--- src/rtl/serial_mag_comparator.sv ---
// ---------------------------------------------------------------------------
// serial_mag_comparator
//
// Bit-serial, MSB-first unsigned magnitude comparator. A compare is started
// with a start pulse; the operands are captured into shadow registers and
// examined one bit per cycle from the MSB down. The scan stops at the first
// differing bit, so latency depends on the operands (1..WIDTH cycles).
//
// Handshake: start is accepted on a rising edge whenever busy=0 (IDLE or
// DONE state). busy is high for the whole SCAN phase. done is a one-cycle
// pulse in the DONE state, during which out is valid and newly updated.
// start seen while busy=1 is ignored. A and B are only sampled on the
// accepting edge.
//
// Ports:
//   clk       in   rising-edge clock
//   rst_n     in   asynchronous active-low reset
//   start     in   compare request
//   A, B      in   WIDTH-bit unsigned operands
//   busy      out  compare in progress (SCAN)
//   done      out  single-cycle result-valid pulse
//   out       out  {gt, eq, lt}; 000 only after reset
//   dbg_state out  current FSM state (0 IDLE, 1 SCAN, 2 DONE)
// ---------------------------------------------------------------------------
module serial_mag_comparator #(
   parameter int WIDTH = 8
) (
   input  logic             clk,
   input  logic             rst_n,
   input  logic             start,
   input  logic [WIDTH-1:0] A,
   input  logic [WIDTH-1:0] B,
   output logic             busy,
   output logic             done,
   output logic [2:0]       out,
   output logic [1:0]       dbg_state
);

   localparam int IDXW = $clog2(WIDTH);

   typedef enum logic [1:0] {
      S_IDLE = 2'd0,
      S_SCAN = 2'd1,
      S_DONE = 2'd2
   } state_t;

   state_t            r_state;
   state_t            w_next_state;
   logic [WIDTH-1:0]  r_a;
   logic [WIDTH-1:0]  r_b;
   logic [IDXW-1:0]   r_idx;
   logic [2:0]        r_out;

   logic              w_accept;
   logic              w_bit_a;
   logic              w_bit_b;
   logic              w_step;
   logic              w_out_load;
   logic [2:0]        w_out_next;

   assign w_bit_a  = r_a[r_idx];
   assign w_bit_b  = r_b[r_idx];
   // A new compare can start from IDLE or straight out of DONE.
   assign w_accept = start && ((r_state == S_IDLE) || (r_state == S_DONE));
   // Bits tie and lower bits remain: move to the next lower bit.
   assign w_step   = (r_state == S_SCAN) && (w_bit_a == w_bit_b) &&
                     (r_idx != '0);

   always_comb begin
      w_next_state = r_state;
      w_out_load   = 1'b0;
      w_out_next   = r_out;
      case (r_state)
         S_IDLE: begin
            if (start) w_next_state = S_SCAN;
         end
         S_SCAN: begin
            if (w_bit_a && !w_bit_b) begin
               w_out_load   = 1'b1;
               w_out_next   = 3'b100;
               w_next_state = S_DONE;
            end else if (!w_bit_a && w_bit_b) begin
               w_out_load   = 1'b1;
               w_out_next   = 3'b001;
               w_next_state = S_DONE;
            end else if (r_idx == '0) begin
               w_out_load   = 1'b1;
               w_out_next   = 3'b010;
               w_next_state = S_DONE;
            end
         end
         S_DONE: begin
            w_next_state = start ? S_SCAN : S_IDLE;
         end
         default: begin
            w_next_state = S_IDLE;
         end
      endcase
   end

   always_ff @(posedge clk or negedge rst_n) begin
      if (!rst_n) begin
         r_state <= S_IDLE;
      end else begin
         r_state <= w_next_state;
      end
   end

   always_ff @(posedge clk or negedge rst_n) begin
      if (!rst_n) begin
         r_a   <= '0;
         r_b   <= '0;
         r_idx <= '0;
      end else if (w_accept) begin
         r_a   <= A;
         r_b   <= B;
         r_idx <= IDXW'(WIDTH - 1);
      end else if (w_step) begin
         r_idx <= r_idx - 1'b1;
      end
   end

   // out only moves on the edge entering DONE; it holds through IDLE/SCAN.
   always_ff @(posedge clk or negedge rst_n) begin
      if (!rst_n) begin
         r_out <= 3'b000;
      end else if (w_out_load) begin
         r_out <= w_out_next;
      end
   end

   assign busy      = (r_state == S_SCAN);
   assign done      = (r_state == S_DONE);
   assign out       = r_out;
   assign dbg_state = r_state;

endmodule

--- config.mk ---
export PLATFORM = sky130hd
export DESIGN_NAME = serial_mag_comparator
export DESIGN_NICKNAME = d
export VERILOG_FILES = /design/src/rtl/serial_mag_comparator.sv
export SDC_FILE = /design/constraint.sdc
export NUM_CORES = 1
export LEC_CHECK = 0
export ABC_AREA = 1
export CAP_MARGIN = 20
export CORE_ASPECT_RATIO = 0.8
export CORE_MARGIN = 8
export CORE_UTILIZATION = 35
export DETAILED_ROUTE_END_ITERATION = 8
export GPL_TIMING_DRIVEN = 0
export HOLD_SLACK_MARGIN = 0.03
export SYNTH_ARGS = -nofsm -noshare
export SYNTH_HDL_FRONTEND = slang
export SYNTH_SLANG_ARGS = --single-unit
--- constraint.sdc ---
create_clock -name clk -period 1.7 [get_ports clk]
set_input_delay 0.34 -clock clk [delete_from_list [all_inputs] [get_ports clk]]
set_output_delay 0.34 -clock clk [all_outputs]
set_load 0.01 [all_outputs]
==> results of run 1 <==
cell families (layout without fill, tap and decap cells):
group | Yosys count | after routing | share of synthesized area [%]
buffers and inverters | 27 | 61 | 9.98
AO/OA/AOI/OAI | 16 | 16 | 8.73
XOR/XNOR | 1 | 1 | 0.672
adder cells (fa/ha/maj) | 4 | 4 | 3.84
AND/OR/NAND/NOR | 90 | 90 | 30.7
flip-flops | 24 | 24 | 46.1
layout by cell type (no fill, tap or decap), drive strengths merged:
cell           Yosys  routed
clkdlybuf4s50      0      23
nand4              3       3
and2               1       1
a21oi             16      16
clkbuf             0       4
dlymetal6s2s       0       1
buf                6      11
xnor2              1       1
inv               21      21
dfrtp             24      24
nand3             17      17
nor2              19      19
nand2             50      50
ha                 4       4
dlygate4sd2        0       1
worst max-delay path, cell delays in order (launching register included):
cell and delay, ns:
dfrtp_2 0.46, buf_6 0.15, nand2_1 0.06, nand3_1 0.09, nand3_1 0.11, nand2_2 0.08
ha_4 0.28, nand3_2 0.12, nand2_2 0.10, nand2_1 0.05, nand2_1 0.05
cells in the mapped netlist, drive strengths merged:
cell    n
nand2  50
nor2   19
inv    21
xnor2   1
and2    1
nand3  17
nand4   3
ha      4
a21oi  16
buf     6
dfrtp  24
stage by stage:
stage / utilization (%) / power (mW)
after CTS: 45.5 / 3.19
after detailed placement: 43.7 / 2.77
final: 48.3 / 3.53
after floorplan: - / 2.31
after global placement: 43.7 / 2.73
after global routing: 48.3 / 3.89
timing repair:
action / 4_1_cts / 5_1_grt
hold endpoints to repair: 0 / 0
endpoints found under the setup margin: 6 / 8
cloned: 0 / 1
buffers inserted: 1 / 2
resized for setup: 4 / 20
pin swaps: 0 / 3
metal layers:
metal | track usage [%] | vias up | part of all wire, % | routed length, µm
li1 | - | 571 | - | -
met2 | 15.3 | 26 | 44 | 1310
met4 | 3.44 | 0 | 1.4 | 42
met1 | 13.4 | 517 | 49 | 1470
met5 | 0 | - | 0 | 0
met3 | 4.01 | 4 | 5.9 | 176
path summary, 6_finish.rpt:
kind	slack (ns)	endpoint
worst max-delay path	0.08	r_idx[1]
max in group asynchronous	0.81	r_idx[0]
worst max register to register	0.08	r_idx[1]
worst min-delay path	0.40	r_a[1]
worst min register to register	0.48	out[1]
min in group clk	0.48	out[1]
cell type report:
class	instances	area (µm²)
buffer	6	55.1
inverter	21	86.3
fill	348	1900
clock buffer	4	55.1
sequential	24	604
multi-input combinational	111	621
tap	44	55.1
timing repair buffer	30	300
sequential cells by signal (all words and copies together) (netlist names):
register and cells:
out 3, dbg_state 2, r_idx 3, r_a 8, r_b 8
report_power, final:
group	total [mW]	switching [mW]	internal (mW)
Combinational	2.17	1.22	0.946
Clock	0.398	0.190	0.207
Sequential	0.967	0.128	0.839
==> metrics.md, run 1 <==
| Metric | Value |
|---|---|
| Area growth syn-to-layout | `36.3%` |
| Nets | `220` |
| Setup Viol. Count Final | `0` |
| FF+latch count, synth | `24` |
| Worst-path maximum fanout | `5` |
| Max rail drop VDD | `856 µV` |
| Die extent in y | `70.6 µm` |
| Detailed-route via count | `1118` |
| Post-synthesis instance total | `162` |
| Final instance area | `1780 µm²` |
| Worst Path Arrival | `1.83 ns` |
| Critical path origin | `r_idx[0]` |
| Clock Skews | `0.00179 ns` |
| Initial antenna violation count | `0` |
| Dpl cells | `approximately 230` |
| Routed length per instance | `12.5 µm` |
| Std cell rows | `20` |
| Worst Hold Class | `in2async` |
| Total CTS buffers | `3` |
| Mean Syn Cell Area | `8.05 µm²` |
| F_max | `just over 0.6 GHz` |
| Detailed Route Iter0 Violations | `28` |
| Final WL | `3000 µm` |
| Io pins | `26` |
| Hold-fix buffers, CTS | `0` |
| Pre-CTS WS | `-0.0128 ns` |
| Final period utilization | `95.4%` |
| RSZ-0062 raised after global routing | `yes` |
| Initial Utilization | `35.4%` |
| Fraction of layout cells with a size suffix above 1 | `about a quarter` |
| Total gr overflow | `0` |
| Dpl cell area | `1610 µm²` |
| Worst hold slack | `around 0.4 ns` |
| H-tree depth | `1` |
| Synth Cell Area | `1300 µm²` |
| # port buffers | `25` |
| Clock transition at path regs | `0.08 ns` |
| Final hold viol count | `0` |
| Drt drc | `0` |
| Setup slack after layout | `approximately 0.079 ns` |
| N_diodes | `0` |
| Outcome | `complete, no violations` |
| Setup CP Type | `reg2reg` |
| Clk sinks | `24` |
| Final ANT Viol Nets | `0` |
| Setup TNS | `0 ns` |
| Placer's final routability congestion estimate | `~0.82` |
| CP required | `1.91 ns` |
| Tot GR Track Use | `between 10% and 20%` |
| Synth top area cells | `dfrtp_1 46%, nand2_1 14%, a21oi_2 6.0%, nand3_1 5.8%, inv_1 5.2%` |
| Ys Warns | `0` |
| Die area | `5950 µm²` |
| Syn Nets | `185` |
| Post-synth top area cell | `dfrtp_1` |
| Startpoint Class | `flip-flop` |
| Pin count of the biggest net entering global routing | `25` |
| Worst-margin pin slew | `0.502 ns` |
| Worst reg2reg path depth | `10` |
| Reg-to-reg startpoint | `r_idx[0]` |
| Sequential element share of the synthesized area | `46.1%` |
| CTS tree | `done` |
| CP endpoint kind | `flip-flop` |
| Clk_lat worst skew | `0.27 ns` |
| Vias in the first global route | `1139` |
| Yosys cell types | `18` |
| P per Cell Area | `1990 nW/µm²` |
| First-pass GRT wire length | `5050 µm` |
| Dpl hpwl | `2110 µm` |
| Vias per cell | `between 4 and 5` |
| Max cap viols | `0` |
| Tmin final | `roughly 1.6 ns` |
| Clock buffer depth | `2` |
| Non-filler instance count after layout | `240` |
| Core Region | `3680 µm²` |
| Pleak | `0.898 nW` |
| Slew HR | `between 60% and 70%` |
| Yosys top cell area share | `46.1%` |
| Drt pass-1 iters | `4` |
| Root Driver | `clkbuf_8` |
| Fin. max-slew vios | `0` |
| Die width | `84.2 µm` |
(Power assumes the default switching activity.)
==> inputs of run 2 (changes only) <==
--- a/config.mk
+++ b/config.mk
@@ -5,13 +5,11 @@
 export SDC_FILE = /design/constraint.sdc
 export NUM_CORES = 1
 export LEC_CHECK = 0
-export ABC_AREA = 1
 export CAP_MARGIN = 20
 export CORE_ASPECT_RATIO = 0.8
 export CORE_MARGIN = 8
 export CORE_UTILIZATION = 35
 export DETAILED_ROUTE_END_ITERATION = 8
-export GPL_TIMING_DRIVEN = 0
 export HOLD_SLACK_MARGIN = 0.03
 export SYNTH_ARGS = -nofsm -noshare
 export SYNTH_HDL_FRONTEND = slang
==> metrics.md, run 2 <==
| Metric | Value |
|---|---|
| Outcome | `finished, violations left` |
| Failing checks | `negative setup slack` |
| Initial Utilization | `between 30% and 40%` |
| Power share of the clock group | `17.2%` |
| Area growth syn-to-layout | `36.8%` |
| Pin count of the biggest net entering global routing | `25` |
| Power share of the sequential group | `33.0%` |
| Dpl cell area | `1560 µm²` |
| Max cap viols | `0` |
| F_max | `0.507 GHz` |
| Pre-CTS WS | `-0.384 ns` |
| Detailed-route via count | `937` |
| Clk_lat worst skew | `0.27 ns` |
| Combinational power share | `approximately 50%` |
| RSZ-0062 raised after global routing | `yes` |
| Startpoint Class | `flip-flop` |
| CP required | `1.91 ns` |
| Detailed Route Iter0 Violations | `37` |
| Worst hold slack | `0.427 ns` |
| Initial antenna violation count | `0` |
| First-pass GRT wire length | `4420 µm` |
| Placer's final routability congestion estimate | `0.775` |
| WP buf/inv | `0` |
| Tot GR Track Use | `10.2%` |
| Nets | `between 150 and 200` |
| Die area | `about 5500 µm²` |
| Commonest non-fill, non-tap cell in the layout | `nand2_1` |
| # fillers | `334` |
| Worst-margin pin slew | `0.357 ns` |
| Tmin final | `1.97 ns` |
| Clk sinks | `24` |
| Drt drc | `0` |
| Vias in the first global route | `1007` |
| Pleak | `~0.79 nW` |
| Synth Cell Area | `1190 µm²` |
| Setup Viol. Count Final | `8` |
| Clock buffer depth | `2` |
| Final ANT Viol Nets | `0` |
| CTS tree | `done` |
| Post-synth top cells | `56 x nand2_1, 24 x dfrtp_1, 6 x nand3_1, 5 x nand2b_1` |
| Std cell rows | `19` |
| Setup TNS | `-1.28 ns` |
| # port buffers | `25` |
| Root Driver | `clkbuf_8` |
| Int Power | `1.90 mW` |
| Design Power | `2.92 mW` |
| P per Cell Area | `1790 nW/µm²` |
| Yosys cell types | `21` |
| Io pins | `26` |
| Final instance area | `1630 µm²` |
| Post-synth top area cell | `dfrtp_1` |
| Final period utilization | `116%` |
| Prevailing post-synth register cell | `dfrtp_1` |
| Total CTS buffers | `3` |
| Drt pass-1 iters | `4` |
| Switching share of power | `35.0%` |
| N_diodes | `0` |
| Final WL | `2490 µm` |
| Crit. path cell count | `7` |
| Fraction of layout cells with a size suffix above 1 | `between 10% and 20%` |
| Post-synth ARST share | `100%` |
| H-tree depth | `1` |
| FF+latch count, synth | `24` |
| Worst-path maximum fanout | `5` |
| CP delay by family, top | `simple AND/OR/NAND/NOR gates` |
| Count leader, synth | `nand2_1` |
| Slew HR | `76.1%` |
| Max incr delay on CP | `0.56 ns` |
| Crit-path slowest cell | `mux4_1` |
| Sw power | `1.02 mW` |
| Mean Syn Cell Area | `9.33 µm²` |
| Worst Hold Class | `in2async` |
| Vias per cell | `~4.6` |
| Synth top area cells | `dfrtp_1 50%, nand2_1 18%, mux4_1 8.8%, ha_1 4.2%, nand2b_1 2.6%` |
| Yosys top cell area share | `about half` |
| Die width | `81.3 µm` |
| Worst reg2reg path depth | `7` |
| Fin. max-slew vios | `0` |
| Post-synthesis instance total | `128` |
| Worst Path Arrival | `2.19 ns` |
| Clock transition at path regs | `about 0.090 ns` |
| Die extent in y | `around 68 µm` |
| Crit-path cells | `mux4_1 > nand2_1 > and2_4 > ha_4 > nand2_2 > or4_1 > nand3_1` |
| Final hold viol count | `0` |
| EDFF count, synth | `0` |
| Setup CP Type | `reg2reg` |
| Dpl hpwl | `1840 µm` |
| Core Region | `3350 µm²` |
| Most frequent cells in the layout | `52 x nand2_1, 23 x dfrtp_1, 23 x clkdlybuf4s50_1` |
| Ys Warns | `0` |
| Largest regs | `r_a x8, r_b x8` |
| Setup slack after layout | `-0.274 ns` |
| Hold-fix buffers, CTS | `0` |
| Total gr overflow | `0` |
| CP endpoint kind | `flip-flop` |
| Clock Skews | `0.00322 ns` |
| Syn Nets | `151` |
| Max rail drop VDD | `941 µV` |
| Sequential element share of the synthesized area | `between 50 and 60%` |
| FF-to-FF setup slack | `-0.27 ns` |
| Routed length per instance | `12.2 µm` |
-- run 2: cell types whose count changed after synthesis, sizes merged, moves of 5 or more --
cell | before | now
a21oi | 16 | 3
inv | 21 | 4
nand2 | 50 | 56
nand2b | 0 | 5
nand3 | 17 | 6
nor2 | 19 | 2
-- run 2: worst paths after layout --
path | from | to
max | r_idx[0] | r_idx[2]
min | rst_n | r_idx[2]
max reg2reg | r_idx[0] | r_idx[2]
min reg2reg | r_b[1] | r_b[1]
max in group asynchronous | rst_n | r_idx[0]
min in group clk | r_b[1] | r_b[1]
-- run 2: kinds of logic (layout without fill, tap and decap cells) --
kind of cell             after synthesis  in the layout  share of synthesized area [%]
AO/OA/AOI/OAI                         10             10                           5.03
adder cells (fa/ha/maj)                4              4                           4.19
buffers and inverters                  9             43                           3.77
flip-flops                            24             24                           50.3
multiplexers                           5              5                           9.64
AND/OR/NAND/NOR                       76             76                           27.0
-- run 2: what timing repair did --
| item | CTS | global route |
|---|---|---|
| pin swaps | 0 | 1 |
| gates resized for setup | 5 | 0 |
| setup endpoints to repair | 10 | 8 |
| setup buffers | 1 | 0 |
-- run 2: cell type report --
cell class | instances | area [µm²] | area share [%]
tap | 42 | 52.6 | 3.22
clock inverter | 1 | 30.0 | 1.84
clock buffer | 3 | 41.3 | 2.53
sequential | 24 | 602 | 36.9
timing repair buffer | 35 | 323 | 19.8
multi-input combinational | 95 | 569 | 34.9
inverter | 4 | 15.0 | 0.920
-- run 2: through the flow --
step | instances | utilization, %
detailed placement | 199 | 46.4
finish | 204 | 48.7
CTS | 204 | 48.7
global route | 204 | 48.7
floorplan | 128 | -
global placement | 199 | 46.4
-- run 2: power groups by stage --
stage | Sequential (mW) | Combinational (mW) | Clock (mW)
6_report | 0.965 | 1.45 | 0.504
5_1_grt | 1.01 | 1.64 | 0.547
4_1_cts | 0.969 | 1.47 | 0.524
3_5_place_dp | 0.976 | 1.45 | 0
3_3_place_gp | 0.979 | 1.43 | 0
2_1_floorplan | 0.927 | 1.01 | 0
-- run 2: routing by layer --
layer / part of all wire, % / vias up / global-route usage (%)
met1: 49 / 429 / 13.1
met4: 0.48 / 0 / 2.00
li1: - / 484 / -
met5: 0 / - / 0
met2: 43 / 22 / 16.0
met3: 7.4 / 2 / 4.20
==> inputs of run 3 (changes only) <==
--- a/config.mk
+++ b/config.mk
@@ -11,6 +11,8 @@
 export CORE_UTILIZATION = 35
 export DETAILED_ROUTE_END_ITERATION = 8
 export HOLD_SLACK_MARGIN = 0.03
+export REMOVE_ABC_BUFFERS = 1
 export SYNTH_ARGS = -nofsm -noshare
 export SYNTH_HDL_FRONTEND = slang
 export SYNTH_SLANG_ARGS = --single-unit
+export TNS_END_PERCENT = 10
==> metrics.md, run 3 (same netlist as run 2, synthesis figures left out) <==
| Metric | Value |
|---|---|
| Setup CP Type | `reg2reg` |
| Vias in the first global route | `about 1100` |
| Worst Path Arrival | `~2.2 ns` |
| H-tree depth | `1` |
| Met3 WL | `141 µm` |
| Placer's final routability congestion estimate | `0.801` |
| CP required | `roughly 1.9 ns` |
| Final period utilization | `119%` |
| Startpoint Class | `flip-flop` |
| Detailed-route via count | `980` |
| Worst-margin pin slew | `0.303 ns` |
| CTS tree | `done` |
| Dpl hpwl | `1910 µm` |
| P per Cell Area | `1870 nW/µm²` |
| Crit-path slowest cell | `mux4_2` |
| Non-filler instance count after layout | `between 200 and 250` |
| Worst hold slack | `0.421 ns` |
| Wl on met1 | `1230 µm` |
| Setup slack after layout | `-0.316 ns` |
| N_diodes | `0` |
| Dpl cells | `202` |
| Hold-fix buffers, CTS | `0` |
| Final WL | `2810 µm` |
| # fillers | `around 310` |
| # port buffers | `25` |
| Max incr delay on CP | `0.53 ns` |
| Setup Viol. Count Final | `8` |
| Clock Skews | `around 0.0056 ns` |
| Sw power | `1.16 mW` |
| Io pins | `26` |
| Max cap viols | `0` |
| Clock transition at path regs | `0.08 ns` |
| Tot GR Track Use | `between 10% and 20%` |
| Total CTS buffers | `3` |
| Detailed Route Iter0 Violations | `39` |
| Final ANT Viol Nets | `0` |
| Switching share of power | `a little under two fifths` |
| Initial Utilization | `between 30% and 40%` |
| Commonest non-fill, non-tap cell in the layout | `nand2_1` |
| Largest regs | `r_a x8, r_b x8` |
| Root Driver | `clkbuf_8` |
| Power share of the sequential group | `a little under a third` |
| Worst Hold Class | `in2async` |
| Uppermost layer routed | `met4` |
| Power share of the clock group | `~13%` |
| Crit-path cells | `mux4_2 > nand2_2 > nand2_2 > ha_4 > nand2_1 > or4_1 > nand3_1` |
| Pin count of the biggest net entering global routing | `25` |
| Die area | `approximately 5500 µm²` |
| Worst-path maximum fanout | `6` |
| Drt drc | `0` |
| F_max | `0.496 GHz` |
| First-pass GRT wire length | `4740 µm` |
| Max rail drop VDD | `between 800 and 900 µV` |
| Nets | `between 150 and 200` |
| Clk sinks | `24` |
| Outcome | `finished, violations left` |
| Most frequent cells in the layout | `52 x nand2_1, 23 x dfrtp_1, 23 x clkdlybuf4s50_1` |
| DR WL met2 | `1400 µm` |
| Die width | `81.3 µm` |
| Std cell rows | `19` |
| Slew HR | `79.8%` |
| Drt pass-1 iters | `4` |
| Int Power | `1.95 mW` |
| Setup TNS | `-1.75 ns` |
| Final hold viol count | `0` |
| Die extent in y | `about 70 µm` |
| Fraction of layout cells with a size suffix above 1 | `between 20% and 30%` |
| Failing checks | `negative setup slack` |
| RSZ-0062 raised after global routing | `yes` |
| Combinational power share | `about 56%` |
| Clk_lat worst skew | `0.27 ns` |
| Vias per cell | `4.73` |
| CP dominant cell by count | `nand2_2` |
| Clock buffer depth | `2` |
| Initial antenna violation count | `0` |
| Pleak | `0.792 nW` |
| Tmin final | `a little over 2 ns` |
| Core Region | `3350 µm²` |
| Area growth syn-to-layout | `39.3%` |
| CP endpoint kind | `flip-flop` |
| Total gr overflow | `0` |
| Routed length per instance | `13.6 µm` |
| Fin. max-slew vios | `0` |
[run 3: cell count changes in the layout (fill, tap and decap cells not counted), sizes merged]
| cell | previous run | this run |
|---|---|---|
| buf | 10 | 13 |
| bufinv | 1 | 0 |
| clkbuf | 3 | 4 |
[run 3: layout make-up]
type                       count  area (µm²)  share of cell area [%]
timing repair buffer          38         345                    20.8
inverter                       4        15.0                   0.903
tap                           42        52.6                    3.16
sequential                    24         602                    36.2
clock buffer                   4        55.1                    3.31
multi-input combinational     95         593                    35.7
[run 3: power groups by stage]
stage	sequential [mW]	combinational, mW	clock [mW]
2_1_floorplan	0.938	0.824	0
3_3_place_gp	0.971	1.40	0
3_5_place_dp	0.980	1.44	0
4_1_cts	0.989	1.64	0.399
5_1_grt	1.02	1.91	0.430
6_report	0.986	1.73	0.389
[run 3: repair_timing]
item | CTS | global route
setup endpoints to repair | 10 | 8
buffers inserted | 1 | 0
gates resized for setup | 18 | 2
pin swaps | 11 | 1
[run 3: layer usage]
layer,vias up,track usage [%]
met5,-,0
met4,0,3.33
met3,7,3.02
met2,20,19.6
met1,462,12.5
li1,491,-
[run 3: through the flow]
step | utilization (%) | worst slack (ns) | instance area, µm² | power, mW
final | 49.6 | -0.316 | 1660 | 3.11
after global routing | 49.6 | -0.425 | 1660 | 3.36
after CTS | 49.2 | -0.312 | 1650 | 3.03
after detailed placement | 46.4 | -0.513 | 1560 | 2.42
after global placement | 46.4 | -0.427 | 1560 | 2.37
after floorplan | - | -0.370 | 1160 | 1.76
[run 3: path summary, 6_finish.rpt]
kind	slack [ns]	startpoint	end	depth (start not counted)
max	-0.32	r_idx[0]	r_idx[2]	7
min reg2reg	0.48	r_a[4]	r_a[4]	2
max in group asynchronous	1.02	rst_n	r_idx[0]	2
min	0.42	rst_n	r_a[6]	2
min in group clk	0.48	r_a[4]	r_a[4]	2
max reg2reg	-0.32	r_idx[0]	r_idx[2]	7
[run 3: worst max-delay path, delay by kind of cell (launching register included)]
kind / cells / cell delay [ns]
fa+ha+maj: 1 / 0.27
mux: 1 / 0.53
simple gates: 5 / 0.70
flops: 1 / 0.45
